[src/rtl/pipe_pkg.sv]
// Shared encodings for the rv32 pipeline memory path.
// State values are fixed because they show up in waveforms and debug dumps.
package pipe_pkg;

    typedef enum logic [1:0] {
        IDLE   = 2'd0,
        OWN_IF = 2'd1,
        OWN_D  = 2'd2
    } arb_state_t;

    localparam logic [3:0] BE_ALL = 4'hF;

endpackage

[src/rtl/starve_cnt.sv]
// Saturating count of consecutive denied fetch cycles; flags when fetch must win.
module starve_cnt #(
    parameter int STARVE_MAX = 4
) (
    input  logic clk,
    input  logic rst,
    input  logic inc,
    input  logic clr,
    output logic starved
);

    logic [3:0] count;

    // A clear wins over an increment, and the count sticks at 15.
    always_ff @(posedge clk or negedge rst) begin
        if (!rst) begin
            count <= 4'd0;
        end else if (clr) begin
            count <= 4'd0;
        end else if (inc && (count != 4'hF)) begin
            count <= count + 4'd1;
        end
    end

    assign starved = (count >= 4'(STARVE_MAX));

endmodule

[src/rtl/mem_arb.sv]
// Arbiter for the unified memory port shared by fetch and data access.
// One transaction is outstanding at a time; responses route to the owner.
module mem_arb
    import pipe_pkg::*;
#(
    parameter int STARVE_MAX = 4
) (
    input  logic        clk,
    input  logic        rst,
    input  logic        if_req,
    input  logic [31:0] if_addr,
    output logic        if_gnt,
    output logic        if_rvalid,
    output logic [31:0] if_rdata,
    input  logic        if_flush,
    input  logic        d_req,
    input  logic        d_we,
    input  logic [3:0]  d_be,
    input  logic [31:0] d_addr,
    input  logic [31:0] d_wdata,
    output logic        d_gnt,
    output logic        d_rvalid,
    output logic [31:0] d_rdata,
    output logic        mem_req,
    output logic        mem_we,
    output logic [3:0]  mem_be,
    output logic [31:0] mem_addr,
    output logic [31:0] mem_wdata,
    input  logic        mem_ready,
    input  logic        mem_rvalid,
    input  logic [31:0] mem_rdata,
    output logic        busy
);

    arb_state_t state, state_next;
    logic       drop, drop_next;
    logic       window, sel_if, sel_d, starved;

    starve_cnt #(.STARVE_MAX(STARVE_MAX)) u_starve (
        .clk    (clk),
        .rst    (rst),
        .inc    (if_req && !if_gnt),
        .clr    (if_gnt),
        .starved(starved)
    );

    always_ff @(posedge clk or negedge rst) begin
        if (!rst) begin
            state <= IDLE;
            drop  <= 1'b0;
        end else begin
            state <= state_next;
            drop  <= drop_next;
        end
    end

    // Window is gated by reset so that nothing leaks onto the port while held in reset.
    always_comb begin
        window     = 1'b0;
        sel_if     = 1'b0;
        sel_d      = 1'b0;
        state_next = state;
        drop_next  = drop;
        if (rst) begin
            window = (state == IDLE) || mem_rvalid;
        end
        if (window) begin
            if (starved && if_req) begin
                sel_if = 1'b1;
            end else if (d_req) begin
                sel_d = 1'b1;
            end else if (if_req) begin
                sel_if = 1'b1;
            end
            state_next = if_gnt ? OWN_IF : (d_gnt ? OWN_D : IDLE);
        end
        if ((state == OWN_IF) && mem_rvalid) begin
            drop_next = 1'b0;
        end else if ((state == OWN_IF) && if_flush) begin
            drop_next = 1'b1;
        end
    end

    always_comb begin
        if_gnt    = 1'b0;
        d_gnt     = 1'b0;
        mem_req   = 1'b0;
        mem_we    = 1'b0;
        mem_be    = 4'h0;
        mem_addr  = 32'h0;
        mem_wdata = 32'h0;
        if_rvalid = 1'b0;
        if_rdata  = 32'h0;
        d_rvalid  = 1'b0;
        d_rdata   = 32'h0;
        if (sel_if) begin
            mem_req  = 1'b1;
            mem_be   = BE_ALL;
            mem_addr = if_addr;
            if_gnt   = mem_ready;
        end else if (sel_d) begin
            mem_req   = 1'b1;
            mem_we    = d_we;
            mem_be    = d_we ? d_be : BE_ALL;
            mem_addr  = d_addr;
            mem_wdata = d_wdata;
            d_gnt     = mem_ready;
        end
        // A flush arriving with the response kills it just like a recorded drop.
        if ((state == OWN_IF) && mem_rvalid && !drop && !if_flush) begin
            if_rvalid = 1'b1;
            if_rdata  = mem_rdata;
        end
        if ((state == OWN_D) && mem_rvalid) begin
            d_rvalid = 1'b1;
            d_rdata  = mem_rdata;
        end
    end

    assign busy = (state != IDLE);

endmodule

[config.mk]
export PLATFORM = sky130hd
export DESIGN_NAME = mem_arb
export DESIGN_NICKNAME = d
export VERILOG_FILES = /design/src/rtl/pipe_pkg.sv /design/src/rtl/starve_cnt.sv /design/src/rtl/mem_arb.sv
export SDC_FILE = /design/constraint.sdc
export NUM_CORES = 1
export LEC_CHECK = 0
export CORE_AREA = 2 2 107 109
export DETAILED_ROUTE_END_ITERATION = 10
export DIE_AREA = 0 0 109 111
export PLACE_DENSITY = 0.63
export SLEW_MARGIN = 20
export SYNTH_ARGS = -nofsm -noshare
export SYNTH_HDL_FRONTEND = slang
export SYNTH_SLANG_ARGS = --single-unit
export TNS_END_PERCENT = 50
[constraint.sdc]
create_clock -name clk -period 2.1 [get_ports clk]
set_input_delay 0.42 -clock clk [delete_from_list [all_inputs] [get_ports clk]]
set_output_delay 0.42 -clock clk [all_outputs]
set_load 0.03 [all_outputs]
# After elaboration in Yosys (flattened, before gate mapping)
# Index checks and enable logic that the tools add are counted.
# W data, S select, Z words.
dict set report word_totals {
  register_bits 7
  inputBits 140
}
dict set report classes {
  magnitude_cmp 1
  n_addsub 1
  muxes 32
  n_eq_ne 3
  reduce_logical 16
}
# op n
set op_table {}
lappend op_table {{$mux W32} 6}
lappend op_table {{$mux W4} 5}
lappend op_table {{$mux W1} 19}
lappend op_table {{$logic_and A1 B1 Y1} 8}
lappend op_table {{$reduce_bool A2 Y1} 3}
lappend op_table {{$add A4 B1 Y4 const B} 1}
lappend op_table {{$ge A4 B3 Y1 const B} 1}
lappend op_table {{$mux W2} 2}
lappend op_table {{$ne A4 B4 Y1 const B} 1}
lappend op_table {{$logic_not A1 Y1} 3}
lappend op_table {{$eq A2 B1 Y1 const B} 1}
lappend op_table {{$eq A2 B2 Y1 const B} 1}
lappend op_table {{$logic_not A2 Y1} 1}
lappend op_table {{$logic_or A1 B1 Y1} 1}

# Depth between registers and ports, before layout
# Gate-level depths: netlist (run 1).
dict set report depth {
  word_depth 10
  mapped_depth 5
  depth_no_buf 4
}

# By module
# From an unflattened synthesis (run 1), not the netlist that was laid out.
dict set report hier_totals {
  hier_cells 240
  area_unflattened_um2 1620.3
}
# mod seq_area_each_um2 cells_each area_per_inst_um2 instances
set by_module_without_submodules {}
lappend by_module_without_submodules {mem_arb 75.1 219 1385.1 1}
lappend by_module_without_submodules {starve_cnt 100.1 21 235.2 1}

# Worst setup path after synthesis (run 1)
# Ideal clock, no wire load.
dict set report synth_path {
  kind {input port to output port}
  from {input port d_req}
  to {output port mem_addr[22]}
  cell_stages 5
  required_time_ps 1680
  setup_slack_ps 84
  n_path_buf 2
  t_arrival_ps 1596
  cell_sequence {or3b_1 -> buf_2 -> clkbuf_1 -> nand3_1 -> a21oi_1}
}
dict set report synth_via {
  elab_chain_cells 5
  elab_cells_between_ends 8
  cone_classes {mux (8)}
}
# item line
set synth_lines {}
lappend synth_lines {{start: declaration} mem_arb.sv:16} ;# input logic d_req,
lappend synth_lines {{$mux W1} mem_arb.sv:70} ;# end else if (d_req) begin
lappend synth_lines {{$mux W1} mem_arb.sv:68} ;# if (starved && if_req) begin
lappend synth_lines {{$mux W1} mem_arb.sv:67} ;# if (window) begin
lappend synth_lines {{$mux W32} mem_arb.sv:101} ;# end else if (sel_d) begin
lappend synth_lines {{$mux W32 *} mem_arb.sv:96} ;# if (sel_if) begin
lappend synth_lines {{end: declaration} mem_arb.sv:27} ;# output logic [31:0] mem_addr,
# Mark *: on every way between the ends. The rest lies on a longest branch, timed or not.

# Final worst setup path (run 1)
dict set report layout_path {
  from {input port d_req}
  to {output port mem_addr[24]}
}
# The elaborated chain is that of the path after synthesis.

==> results of run 1 <==
==> path summary, 6_finish.rpt <==
| check | startpoint | endpoint | slack [ns] | cells past startpoint |
|---|---|---|---|---|
| worst max-delay path | d_req | mem_addr[24] | 0.005 | 7 |
| worst min-delay path | rst | u_starve.count[3] | 0.40 | 3 |
| worst max register to register | u_starve.count[3] | u_starve.count[2] | 0.62 | 4 |
| worst min register to register | drop | drop | 0.53 | 2 |
| max in group asynchronous | rst | u_starve.count[1] | 1.57 | 3 |
| min in group clk | drop | drop | 0.53 | 2 |
==> synth_stat cells <==
cell / instances
and2_1: 65
ha_1: 1
buf_2: 7
clkbuf_1: 25
nand2_1: 1
or3b_1: 1
inv_1: 2
o21ai_1: 1
a21oi_1: 39
dfrtp_1: 7
nand3b_1: 1
and3b_1: 1
nand3_1: 68
or3_1: 1
and3_1: 37
or2_2: 1
a311oi_2: 1
a21boi_0: 2
a31o_2: 1
a31o_1: 1
and4b_1: 1
o21a_1: 1
o21ai_2: 1
nor2b_1: 1
a32oi_1: 3
nor2_1: 4
nand4_1: 1
nand2b_1: 4
and2_4: 1
o21ai_0: 3
==> flip-flops by register name, summed over array words and instances, names as in the netlist <==
signal	count
u_starve.count	4
state	2
drop	1
==> cells by family after synthesis <==
kind of cell | after synthesis | synth area share [%]
buffers and inverters | 34 | 7.93
AO/OA/AOI/OAI | 53 | 17.7
adder cells (fa/ha/maj) | 1 | 0.727
AND/OR/NAND/NOR | 188 | 63.4
flip-flops | 7 | 10.2
==> power groups by stage <==
stage | clock (mW) | sequential (mW) | combinational (mW)
6_report | 0.326 | 0.222 | 2.32
5_1_grt | 0.341 | 0.231 | 2.47
4_1_cts | 0.333 | 0.220 | 2.30
3_5_place_dp | 0 | 0.218 | 1.96
3_3_place_gp | 0 | 0.218 | 1.94
2_1_floorplan | 0 | 0.222 | 1.03
==> final cells by class <==
class | instances | area [µm²]
fill | 1090 | 6040
timing repair buffer | 311 | 3070
multi-input combinational | 242 | 1520
tap | 143 | 179
sequential | 7 | 175
clock buffer | 4 | 78.8
inverter | 2 | 7.51
antenna | 1 | 2.50
==> per-layer routing <==
metal,GRT usage [%],vias up,part of all wire [%]
met5,0,-,0
met2,32.2,171,54
met1,16.8,1443,35
li1,-,1565,-
met3,4.06,6,10
met4,2.22,0,0.69
==> per-stage QoR <==
stage / setup TNS, ns / worst slack, ns / utilization [%] / hold slack, ns
floorplan: 0 / 0.0843 / - / 0.124
global placement: -22.48 / -0.531 / 40.7 / 0.510
detailed placement: -24.88 / -0.550 / 40.7 / 0.532
CTS: -0.00609 / -0.00392 / 44.7 / 0.403
global route: -0.683 / -0.0805 / 45.4 / 0.427
finish: 0 / 0.00530 / 45.4 / 0.402
==> worst max-delay path: stages <==
cell and delay [ns]:
clkdlybuf4s15_2 0.21, or3b_4 0.41, buf_12 0.17, nand3_1 0.11, a21oi_2 0.06, buf_4 0.14
buf_12 0.13
==> timing repair <==
item,CTS,global route
setup buffers,6,1
gates resized for setup,53,27
endpoints found under the setup margin,136,68
cloned,5,0
pin swaps,6,6
==> run metrics, run 1 <==
status finished clean; fin crit share around 100%; CTS Buffer Depth 2; Area contributors post-synth and2_1 (24%), nand3_1 (20%), and3_1 (13%), a21oi_1 (11%), dfrtp_1 (10%); post-synthesis instance total roughly 280; largest net degree at the start of global routing 41; Die Ht approximately 110 µm; Slew Viols, Final 0; DR DRC count 0; setup violators final 0; routed via count around 3200; ANT nets after route 0; Placed Instances approximately 690; Tightest Pin Transition between 0.3 and 0.4 ns; Global Route Usage Sum 16.2%; clock sinks 7; final wirelength between 10000 and 15000 µm; die area around 0.012 mm²; Net Switching about 1.3 mW; CP required around 1.7 ns; final non-filler cell total ~700; CTS tree yes; register area share after synthesis 10.2%; Layout Skew around 0.00053 ns; row count 39; headroom to the max-slew limit roughly four fifths; Clock Latency Late Sink ~0.23 ns; detailed placer's ending HPWL around 8000 µm; I/O pin total approximately 280; Pwr Density between 500 and 600 mW/mm²; Worst Hold Class input port to asynchronous set/reset pin; Syn. warnings 0; Mapped Area approximately 0.0017 mm²; Worst EP arrival approximately 1.7 ns; leakage power between 2 and 2.5 nW; routed vias/inst roughly 4.5; CP Class input port to output pin; area delta synth->final 193%; hold buffer count at CTS 0; RSZ-0062 raised after global routing true; Max Fanout on Critical Path 33; most common cell after layout, fill and taps aside clkdlybuf4s50_1; Final nets around 710; top-area cell type share of the netlist area between 20% and 30%; #FFs+latches synth 7; Flop pwr share just under 8%; global route total overflow 0; commonest cells after routing, fill and taps aside clkdlybuf4s50_1 (135), buf_4 (121), nand3_1 (63), and2_1 (63), and3_1 (36); P_int around 1.6 mW; Sw Share 45.6%; combinational fraction of design power just over 80%; Netlist cell types 30; GPL Wtd Cong approximately 0.73; Overall Power about 2.9 mW; Hold Fails Final Rpt 0; fmax ~0.48 GHz; Peak VDD IR between 0.2 and 0.3 mV; Port Buffers about 280; crit end category output pin; Inserted Clock Buffers 3; vias in the first global route approximately 3000; CP Launch Type input port; DR WL/cell about 15 µm; antenna violations before repair 1; core area ~0.011 mm²; share of cells above drive strength 1 36.0%; Worst-path clk slew 0.04 ns; clock root cell clkbuf_16; Mean Syn Cell Area slightly above 6 µm²; MaxCap Viol Count 0; Die W between 100 and 150 µm; placed cell areas roughly 0.0045 mm²; power share of the clock group a little under an eighth; Yosys top cell by area and2_1; min Tclk post-route around 2.1 ns; first-pass GRT wire length 15700 µm; Detailed Route Iter0 Violations ~140; syn nets 424; design area between 0.005 and 0.006 mm²; # H-tree levels 1; Pre-antenna DRT Iters 4; Initial Util ~16%
Power figures use the tool's default switching activity.
==> run 2: changes to the inputs <==
--- a/config.mk
+++ b/config.mk
@@ -5,11 +5,12 @@
 export SDC_FILE = /design/constraint.sdc
 export NUM_CORES = 1
 export LEC_CHECK = 0
-export CORE_AREA = 2 2 107 109
+export CELL_PAD_IN_SITES_DETAIL_PLACEMENT = 1
+export CELL_PAD_IN_SITES_GLOBAL_PLACEMENT = 1
+export CORE_UTILIZATION = 12
+export CTS_BUF_LIST = sky130_fd_sc_hd__clkbuf_4 sky130_fd_sc_hd__clkbuf_8
 export DETAILED_ROUTE_END_ITERATION = 10
-export DIE_AREA = 0 0 109 111
-export PLACE_DENSITY = 0.63
-export SLEW_MARGIN = 20
+export PLACE_DENSITY = 0.82
 export SYNTH_ARGS = -nofsm -noshare
 export SYNTH_HDL_FRONTEND = slang
 export SYNTH_SLANG_ARGS = --single-unit
==> run 2 against run 1 <==
Sequential power rose by 6%. Critical path type is now flip-flop to output pin. Routed wire length rose by 10%. Critical path depth fell by 2. Die area rose by 22%. Flip-flop and latch count did not move. The run now ends with negative setup slack left. Largest cell class unchanged. Cell count rose by 3.2%. Fmax fell by 0.35%. Clock power fell by 37%. Clock-buffer cell count did not move. Register-to-register slack got worse by 0.15 ns.
==> run metrics, run 2 (synthesized netlist as in run 1, its figures left out) <==
Clock Latency Late Sink 0.22 ns (was 0.23 ns); Initial Util 12.3% (was 15.5%); Layout Skew 0.000857 ns (was 0.000528 ns); fmax 0.476 GHz (was 0.477 GHz); Max Fanout on Critical Path 8 (was 33); ANT nets after route 0 (unchanged); max FFs per register 4 (unchanged); share of cells above drive strength 1 42.7% (was 36.0%); leakage power 2.33 nW (was 2.38 nW); antenna violations before repair 0 (was 1); Util after Layout 36.7% (was 45.4%); setup TNS -0.00212 ns (was 0 ns); Net Switching 1.38 mW (was 1.31 mW); most common cell after layout, fill and taps aside clkdlybuf4s50_1 (unchanged); Hold Fails Final Rpt 0 (unchanged); CP required 1.68 ns (about the same); CP Launch Type flip-flop (was input port); CP Class flip-flop to output pin (was input port to output pin); Worst Hold Class input port to asynchronous set/reset pin (unchanged); Global Route Usage Sum 13.6% (was 16.2%); n_diodes 0 (was 1); die area 0.0148 mm² (was 0.0121 mm²); fin crit share 100% (was 99.7%); Peak VDD IR 0.250 mV (was 0.271 mV); headroom to the max-slew limit 77.5% (was 78.4%); Die W 122 µm (was 109 µm); I/O pin total 279 (unchanged); Fin Hold WS 0.355 ns (was 0.402 ns); Inserted Clock Buffers 3 (unchanged); clock root cell clkbuf_8 (was clkbuf_16); largest net degree at the start of global routing 42 (was 41); combinational fraction of design power 84.1% (was 80.9%); placed cell areas 0.00448 mm² (was 0.00450 mm²); CTS Buffer Depth 2 (unchanged); Sw Share 49.7% (was 45.6%); crit end category output pin (unchanged); core area 0.0139 mm² (was 0.0111 mm²); P_int 1.39 mW (was 1.56 mW); Final nets 695 (was 708); global route total overflow 0 (unchanged); Top Registers u_starve.count: 4 flops, state: 2 flops, drop: 1 flops (unchanged); clock sinks 7 (unchanged); final wirelength 11900 µm (was 10800 µm); setup violators final 1 (was 0); Worst-path clk slew 0.04 ns (about the same); min Tclk post-route 2.10 ns (was 2.09 ns); Tightest Pin Transition 0.338 ns (was 0.323 ns); first-pass GRT wire length 16000 µm (was 15700 µm); area delta synth->final 197% (was 193%); DR WL/cell 16.2 µm (was 15.2 µm); Overall Power 2.77 mW (was 2.86 mW); Pwr Density 542 mW/mm² (was 569 mW/mm²); status complete, but fails checks (was finished clean); row count 43 (was 39); Final WS setup -0.00212 ns (was 0.00530 ns); vias in the first global route 3175 (was 3074); Flop pwr share 8.5% (was 7.8%); Worst EP arrival 1.68 ns (was 1.67 ns); Die Ht 122 µm (was 111 µm); design area 0.00511 mm² (was 0.00503 mm²); RSZ-0062 raised after global routing true (unchanged); DR DRC count 0 (unchanged); failing checks negative setup slack; routed via count 3191 (was 3185); most flop-heavy register u_starve.count (unchanged); Slew Viols, Final 0 (unchanged); Detailed Route Iter0 Violations 57 (was 135); # H-tree levels 1 (unchanged); power share of the clock group 7.4% (was 11.4%); routed vias/inst 4.35 (was 4.49); CTS tree yes (unchanged); MaxCap Viol Count 0 (unchanged); detailed placer's ending HPWL 8770 µm (was 8000 µm); Pre-antenna DRT Iters 4 (unchanged); hold buffer count at CTS 0 (unchanged); Port Buffers 278 (unchanged); GPL Wtd Cong 0.718 (was 0.728); commonest cells after routing, fill and taps aside clkdlybuf4s50_1 (136), buf_4 (111), and2_1 (62), nand3_1 (36), and3_1 (35) (was clkdlybuf4s50_1 (135), buf_4 (121), nand3_1 (63), and2_1 (63), and3_1 (36))
[run 2: changes by cell type in the layout (fill, tap and decap cells not counted), moves of 2 or more]
cell / previous run / this run
buf_4: 121 / 111
nand3_1: 63 / 36
clkdlybuf4s15_2: 2 / 0
buf_6: 29 / 34
clkbuf_16: 3 / 1
buf_12: 15 / 9
clkbuf_8: 0 / 3
a21oi_1: 26 / 11
nand3_4: 0 / 5
nand3_2: 5 / 27
a21oi_2: 13 / 28
[run 2: area by class of cell]
cell class                      instances  area (µm²)
Clock buffer                            4        48.8
Fill cell                            1654        8820
Sequential cell                         7         176
Inverter                                2        7.51
Tap cell                              180         225
Multi-Input combinational cell        242        1750
Timing Repair Buffer                  298        2910
[run 2: routing by layer]
metal | up-vias | global-route usage (%) | part of all wire, %
met5 | - | 0 | 0
met4 | 0 | 3.01 | 1.6
li1 | 1541 | - | -
met1 | 1466 | 14.0 | 36
met3 | 15 | 2.43 | 8.2
met2 | 169 | 27.7 | 54
[run 2: what timing repair did]
item | CTS | global route
gates cloned | 3 | 1
pin swaps | 3 | 21
setup endpoints to repair | 104 | 71
gates resized for setup | 12 | 103
setup buffers | 2 | 0
[run 2: path summary, 6_finish.rpt]
| path | slack [ns] | depth (start not counted) | end | from |
|---|---|---|---|---|
| worst max-delay path | -0.002 | 5 | mem_addr[3] | u_starve.count[3] |
| worst min-delay path | 0.35 | 2 | drop | rst |
| worst max register to register | 0.47 | 4 | u_starve.count[2] | u_starve.count[3] |
| worst min register to register | 0.54 | 2 | drop | drop |
| max in group asynchronous | 1.60 | 2 | u_starve.count[3] | rst |
| min in group clk | 0.54 | 2 | drop | drop |
[run 2: power by group through the flow]
stage               clock network, mW  logic, mW  registers [mW]
floorplan                           0       1.03           0.222
global placement                    0       1.87           0.236
detailed placement                  0       1.92           0.235
CTS                             0.209       2.10           0.235
global route                    0.217       2.47           0.247
finish                          0.204       2.33           0.236
[run 2: critical path: stages (launching register included)]
cell and delay (ns):
dfrtp_2 0.43, or3b_4 0.51, buf_16 0.19, nand3_2 0.07, a21oi_1 0.07, buf_4 0.17
[run 2: stage by stage]
step                      setup WS (ns)  std cells
final                          -0.00212        733
after detailed placement         -0.254        723
after global routing            -0.0518        733
after global placement           -0.208        723
after floorplan                  0.0843        283
after CTS                       0.00367        732
==> variant 1 (flow settings as in run 2) <==
Encoding of `arb_state_t`: now one-hot (3 bits for 3 states).
--- a/src/rtl/pipe_pkg.sv
+++ b/src/rtl/pipe_pkg.sv
@@ -4,6 +4,6 @@
 
-    typedef enum logic [1:0] {
-        IDLE   = 2'd0,
-        OWN_IF = 2'd1,
-        OWN_D  = 2'd2
+    typedef enum logic [2:0] {
+        IDLE   = 3'b001,
+        OWN_IF = 3'b010,
+        OWN_D  = 3'b100
     } arb_state_t;
Function: no difference found for any inputs over 10 cycles, from zero or initial values and one cycle with rst low; not proved beyond that.
==> variant 1 against run 2 <==
The flow finishes with violations (design-rule violations, negative setup slack); setup slack got worse by 0.17 ns; die area increased by 3.5%; sequential power increased by 26%; sequential cell count increased by 1; utilization increased by 0.47 points; global-route usage increased by 1.1 points; final area increased by 5.6%; routed wire length increased by 6.4%; area after synthesis increased by 3.6%; register-to-register slack got worse by 0.33 ns; largest cell class unchanged; power decreased by 1.6%; clock skew increased by 0.0060 ns.
==> variant 1: results (changes against run 2) <==
OUTCOME='finished with violations'
VIOLATIONS='design-rule violations, negative setup slack'
TOP_SIGNAL_LAYER_USED='met5'
COMB_CELL_POWER_W=0.00222  # -5%
POSTLAYOUTSETUPSLACKWORST_NS=-0.176  # -0.174 ns
GRT_USE_MET1_PCT=14.9  # +0.97 points
SEQ_AREA_FRAC_SYNTH_PCT=11.3  # +1.1 points
GRTUSAGETOTAL_PCT=14.7  # +1.1 points
ROUTEDWLPERCELL_UM=16.8  # +3.7%
HOLD_PATH.CLASS='flip-flop to flip-flop'
DETAILROUTE.WIRELENGTH.MET3_UM=1150  # +17%
SYN-NUM-NETS=426  # +0.47%
POST_CTS_RESIZED=127  # +115
SETUP_VIOLATIONS=53  # +52
TIMING.CRITICAL_PATH.SLOWEST_CELL_DELAY_NS=0.56  # +0.05 ns
DP.CELLS=733  # +1.4%
SETUP_TNS_NS=-5.83  # -5.83 ns
LAYOUT-DRIVE-GT1-SHARE_PCT=42.6  # -0.071 points
FINCLKSKEW_NS=0.00689  # +0.00603 ns
TOTALWIRELENGTH_UM=12600  # +6.4%
WORST-PATH-MAX-FANOUT=10  # +2
ROUTEDLENGTHMET1_UM=4470  # +4.1%
DP.FINAL_HPWL_UM=9010  # +2.8%
NUMBER_OF_ANTENNA_VIOLATIONS_AT_THE_FIRST_CHECK_IN_GLOBAL_ROUTING=1  # +1
LEAKAGE_nW=2.38  # +2.3%
DETAILEDROUTE.FIRSTITERATIONVIOLATIONS=99  # +74%
NETS=710  # +2.2%
DRC=1  # +1
POST_SYNTH_MAIN_AREA_CONTRIBUTORS='sky130_fd_sc_hd__and2_1 23%, sky130_fd_sc_hd__nand3_1 19%, sky130_fd_sc_hd__and3_1 12%'
CRITPATHTOPFAMILY='flip-flops'
INTERNAL_CELL_POWER_W=0.00143  # +2.8%
YS_TOP_CELLS_BY_COUNT='68 x sky130_fd_sc_hd__nand3_1, 66 x sky130_fd_sc_hd__and2_1, 37 x sky130_fd_sc_hd__a21oi_1'
GRT_PASS1_WL_UM=17400  # +8.8%
REG_TOP3='u_starve.count: 4 flops, state: 3 flops, drop: 1 flops'
ROUTE.DETAILED.VIAS_PER_INST=4.49  # +3.1%
GLOBAL_ROUTE.USAGE.MET3_PCT=2.98  # +0.54 points
PWR-SHARE-SEQ_PCT=10.9  # +2.4 points
NUMBER_OF_INSTANCES_IN_THE_SYNTHESIZED_NETLIST=285  # +0.71%
CRITPATHARRIVALTIME_NS=1.86  # +0.18 ns
UNIQUE_CELL_TYPE_COUNT_IN_THE_YOSYS_NETLIST=36  # +20%
VIAS_IN_THE_FIRST_GLOBAL_ROUTE=3348  # +5.4%
DR_WL_MET2_UM=6800  # +6.4%
FILLERS=1678  # +1.5%
PWR_DENSITY_CELL_nW_PER_UM2=505  # -6.9%
-- variant 1: cells by family after synthesis --
logic type	count (synthesis)	share of synthesized area, %
adder cells (fa/ha/maj)	1	0.702
flip-flops	8	11.3
AO/OA/AOI/OAI	51	16.0
buffers and inverters	35	8.08
AND/OR/NAND/NOR	188	62.6
multiplexers	2	1.26
-- variant 1: cell type report --
class / instances / share of cell area, %
Timing Repair Buffer: 312 / 59.0
Multi-Input combinational cell: 242 / 31.9
Tap cell: 184 / 4.27
Sequential cell: 8 / 3.78
Clock buffer: 4 / 0.904
Inverter: 2 / 0.139
-- variant 1: path summary, 6_finish.rpt --
| path | endpoint | slack (ns) | depth (start not counted) |
|---|---|---|---|
| setup / recovery | mem_wdata[27] | -0.18 | 6 |
| hold / removal | drop | 0.56 | 1 |
| setup reg to reg | state[1] | 0.14 | 7 |
| hold reg to reg | drop | 0.56 | 1 |
| max in group asynchronous | state[0] | 1.31 | 2 |
| min in group asynchronous | state[2] | 0.61 | 2 |
==> variant 2 (config.mk and constraints of run 2) <==
Without the edit above. Reset style: synchronous (`rst`), changed in 2 clocked blocks.
--- a/src/rtl/starve_cnt.sv
+++ b/src/rtl/starve_cnt.sv
@@ -14,3 +14,3 @@
     // A clear wins over an increment, and the count sticks at 15.
-    always_ff @(posedge clk or negedge rst) begin
+    always_ff @(posedge clk) begin
         if (!rst) begin
--- a/src/rtl/mem_arb.sv
+++ b/src/rtl/mem_arb.sv
@@ -46,3 +46,3 @@
 
-    always_ff @(posedge clk or negedge rst) begin
+    always_ff @(posedge clk) begin
         if (!rst) begin
Check against the original RTL: differs if rst is asserted again (counterexample within 4 cycles, from zero or initial values and one cycle with rst low); with rst held inactive, the same outputs for 10 cycles.
==> variant 2 against run 2 <==
Synthesized cell count is 1.8% higher; setup slack better by 0.069 ns; area after synthesis is 2.0% lower; sequential cell count stayed put; routed wire length is 4.0% lower; non-clock buffer count is 4 higher; final area is 8.2% lower; fmax is 3.4% higher; count of clock-buffer cells in the layout stayed put.
Power is not compared: it rests on default switching activity, and its combinational part moved more than twofold at a synthesized area within 25%.
==> variant 2: results (changes against run 2) <==
SEQ_AREA_FRAC_SYNTH_PCT=8.31  # -1.9 points
LAYOUT-DRIVE-GT1-SHARE_PCT=32.0  # -11 points
ROUTE.DETAILED.VIAS_PER_INST=4.40  # +1.1%
SYN-NUM-NETS=429  # +1.2%
ROUTEDLENGTHMET1_UM=4040  # -6.0%
DP.FINAL_HPWL_UM=8730  # -0.43%
ROUTEDWLPERCELL_UM=15.4  # -4.7%
GRTUSAGETOTAL_PCT=14.4  # +0.89 points
HOLD_PATH.CLASS='flip-flop to flip-flop'
GRT_MAX_DEGREE=39  # -7.1%
VIAS_IN_THE_FIRST_GLOBAL_ROUTE=3266  # +2.9%
SYNTH-ASYNC-RESET-RATIO_PCT=0  # -100 points
FILLERS=1671  # +1.0%
FINCLKSKEW_NS=0.00173  # +0.000877 ns
TIMING.CRITICAL_PATH.SLOWEST_CELL_DELAY_NS=0.48  # -0.03 ns
ROUTABILITYCONGESTION=0.735  # +2.3%
SYNTH_COMPOUND_GATE_AREA_SHARE_PCT=15.4  # -2.3 points
OUTCOME='finished, final reports clean'
DETAILEDROUTE.FIRSTITERATIONVIOLATIONS=62  # +8.8%
POST_SYNTH_MAIN_AREA_CONTRIBUTORS='sky130_fd_sc_hd__and2_1 24%, sky130_fd_sc_hd__nand3_1 20%, sky130_fd_sc_hd__and3_1 13%'
UNIQUE_CELL_TYPE_COUNT_IN_THE_YOSYS_NETLIST=26  # -13%
CRITPATHARRIVALTIME_NS=1.61  # -0.07 ns
CRITICAL_PATH.REG2REG.ENDPOINT='u_starve.count[2]'
NETS=705  # +1.4%
DOMINANTREGCELLSYNTH='sky130_fd_sc_hd__dfxtp_1'
DETAILROUTE.WIRELENGTH.MET3_UM=944  # -3.5%
RR_STARTPOINT='u_starve.count[3]'
TRANSITION_TIME_OF_THE_TIGHTEST_SLEW_CHECK_PIN_NS=0.322  # -0.0153 ns
-- variant 2: where the power goes --
| part | switching (W) | leakage, nW | internal [W] | total (W) |
|---|---|---|---|---|
| clock network | 0.0000566 | 0.0262 | 0.000144 | 0.000201 |
| logic | 0.000432 | 2.14 | 0.000465 | 0.000897 |
| registers | 0.00000605 | 0.0575 | 0.000139 | 0.000145 |
| total | 0.000495 | 2.23 | 0.000748 | 0.00124 |
-- variant 2: logic make-up after synthesis --
kind of cell / after synthesis
AND/OR/NAND/NOR: 196
buffers and inverters: 36
adder cells (fa/ha/maj): 1
flip-flops: 7
AO/OA/AOI/OAI: 48
-- variant 2: final cells by class --
| type | count | area (sq um) | share of cell area [%] |
|---|---|---|---|
| sequential | 7 | 141 | 3.01 |
| tap | 176 | 220 | 4.69 |
| timing repair buffer | 302 | 2820 | 60.1 |
| inverter | 5 | 18.8 | 0.400 |
| multi-input combinational | 245 | 1450 | 30.8 |
| clock buffer | 4 | 48.8 | 1.04 |
-- variant 2: worst min-delay path, cell delays in order, from the launching register on --
cell and delay, ns:
sky130_fd_sc_hd__dfxtp_2 0.34, sky130_fd_sc_hd__nand2b_1 0.07, sky130_fd_sc_hd__a21oi_1 0.06
-- variant 2: worst max path at each step --
| stage | start | end | slack (ns) | cells past startpoint |
|---|---|---|---|---|
| after global placement | if_req | mem_addr[23] | -0.19 | 5 |
| final | d_req | mem_addr[10] | 0.07 | 6 |
| after floorplan | d_req | mem_addr[23] | 0.07 | 5 |
| after detailed placement | d_req | mem_addr[10] | -0.25 | 6 |
| after CTS | if_flush | if_rdata[30] | 0.003 | 6 |
| after global routing | if_req | mem_wdata[8] | 0.01 | 6 |
-- variant 2: what timing repair did --
action,in CTS,in global routing
setup endpoints to repair,136,59
hold endpoints to repair,0,0
gates resized for setup,15,10
cloned,3,0
setup buffers,3,1
pin swaps,1,3
hold buffers,0,0
-- variant 2: per-layer routing --
metal  vias up  track usage (%)
met1      1505             14.5
met5         -                0
met4         0             2.55
met3        12             3.30
li1       1567                -
met2       168             29.8
-- variant 2: per-stage QoR --
| stage | worst slack, ns | instances | cell area (sq um) |
|---|---|---|---|
| after floorplan | 0.0737 | 288 | 1690 |
| after global placement | -0.190 | 728 | 4480 |
| after detailed placement | -0.252 | 728 | 4480 |
| after CTS | 0.00321 | 738 | 4660 |
| after global routing | 0.0116 | 739 | 4690 |
| final | 0.0669 | 739 | 4690 |
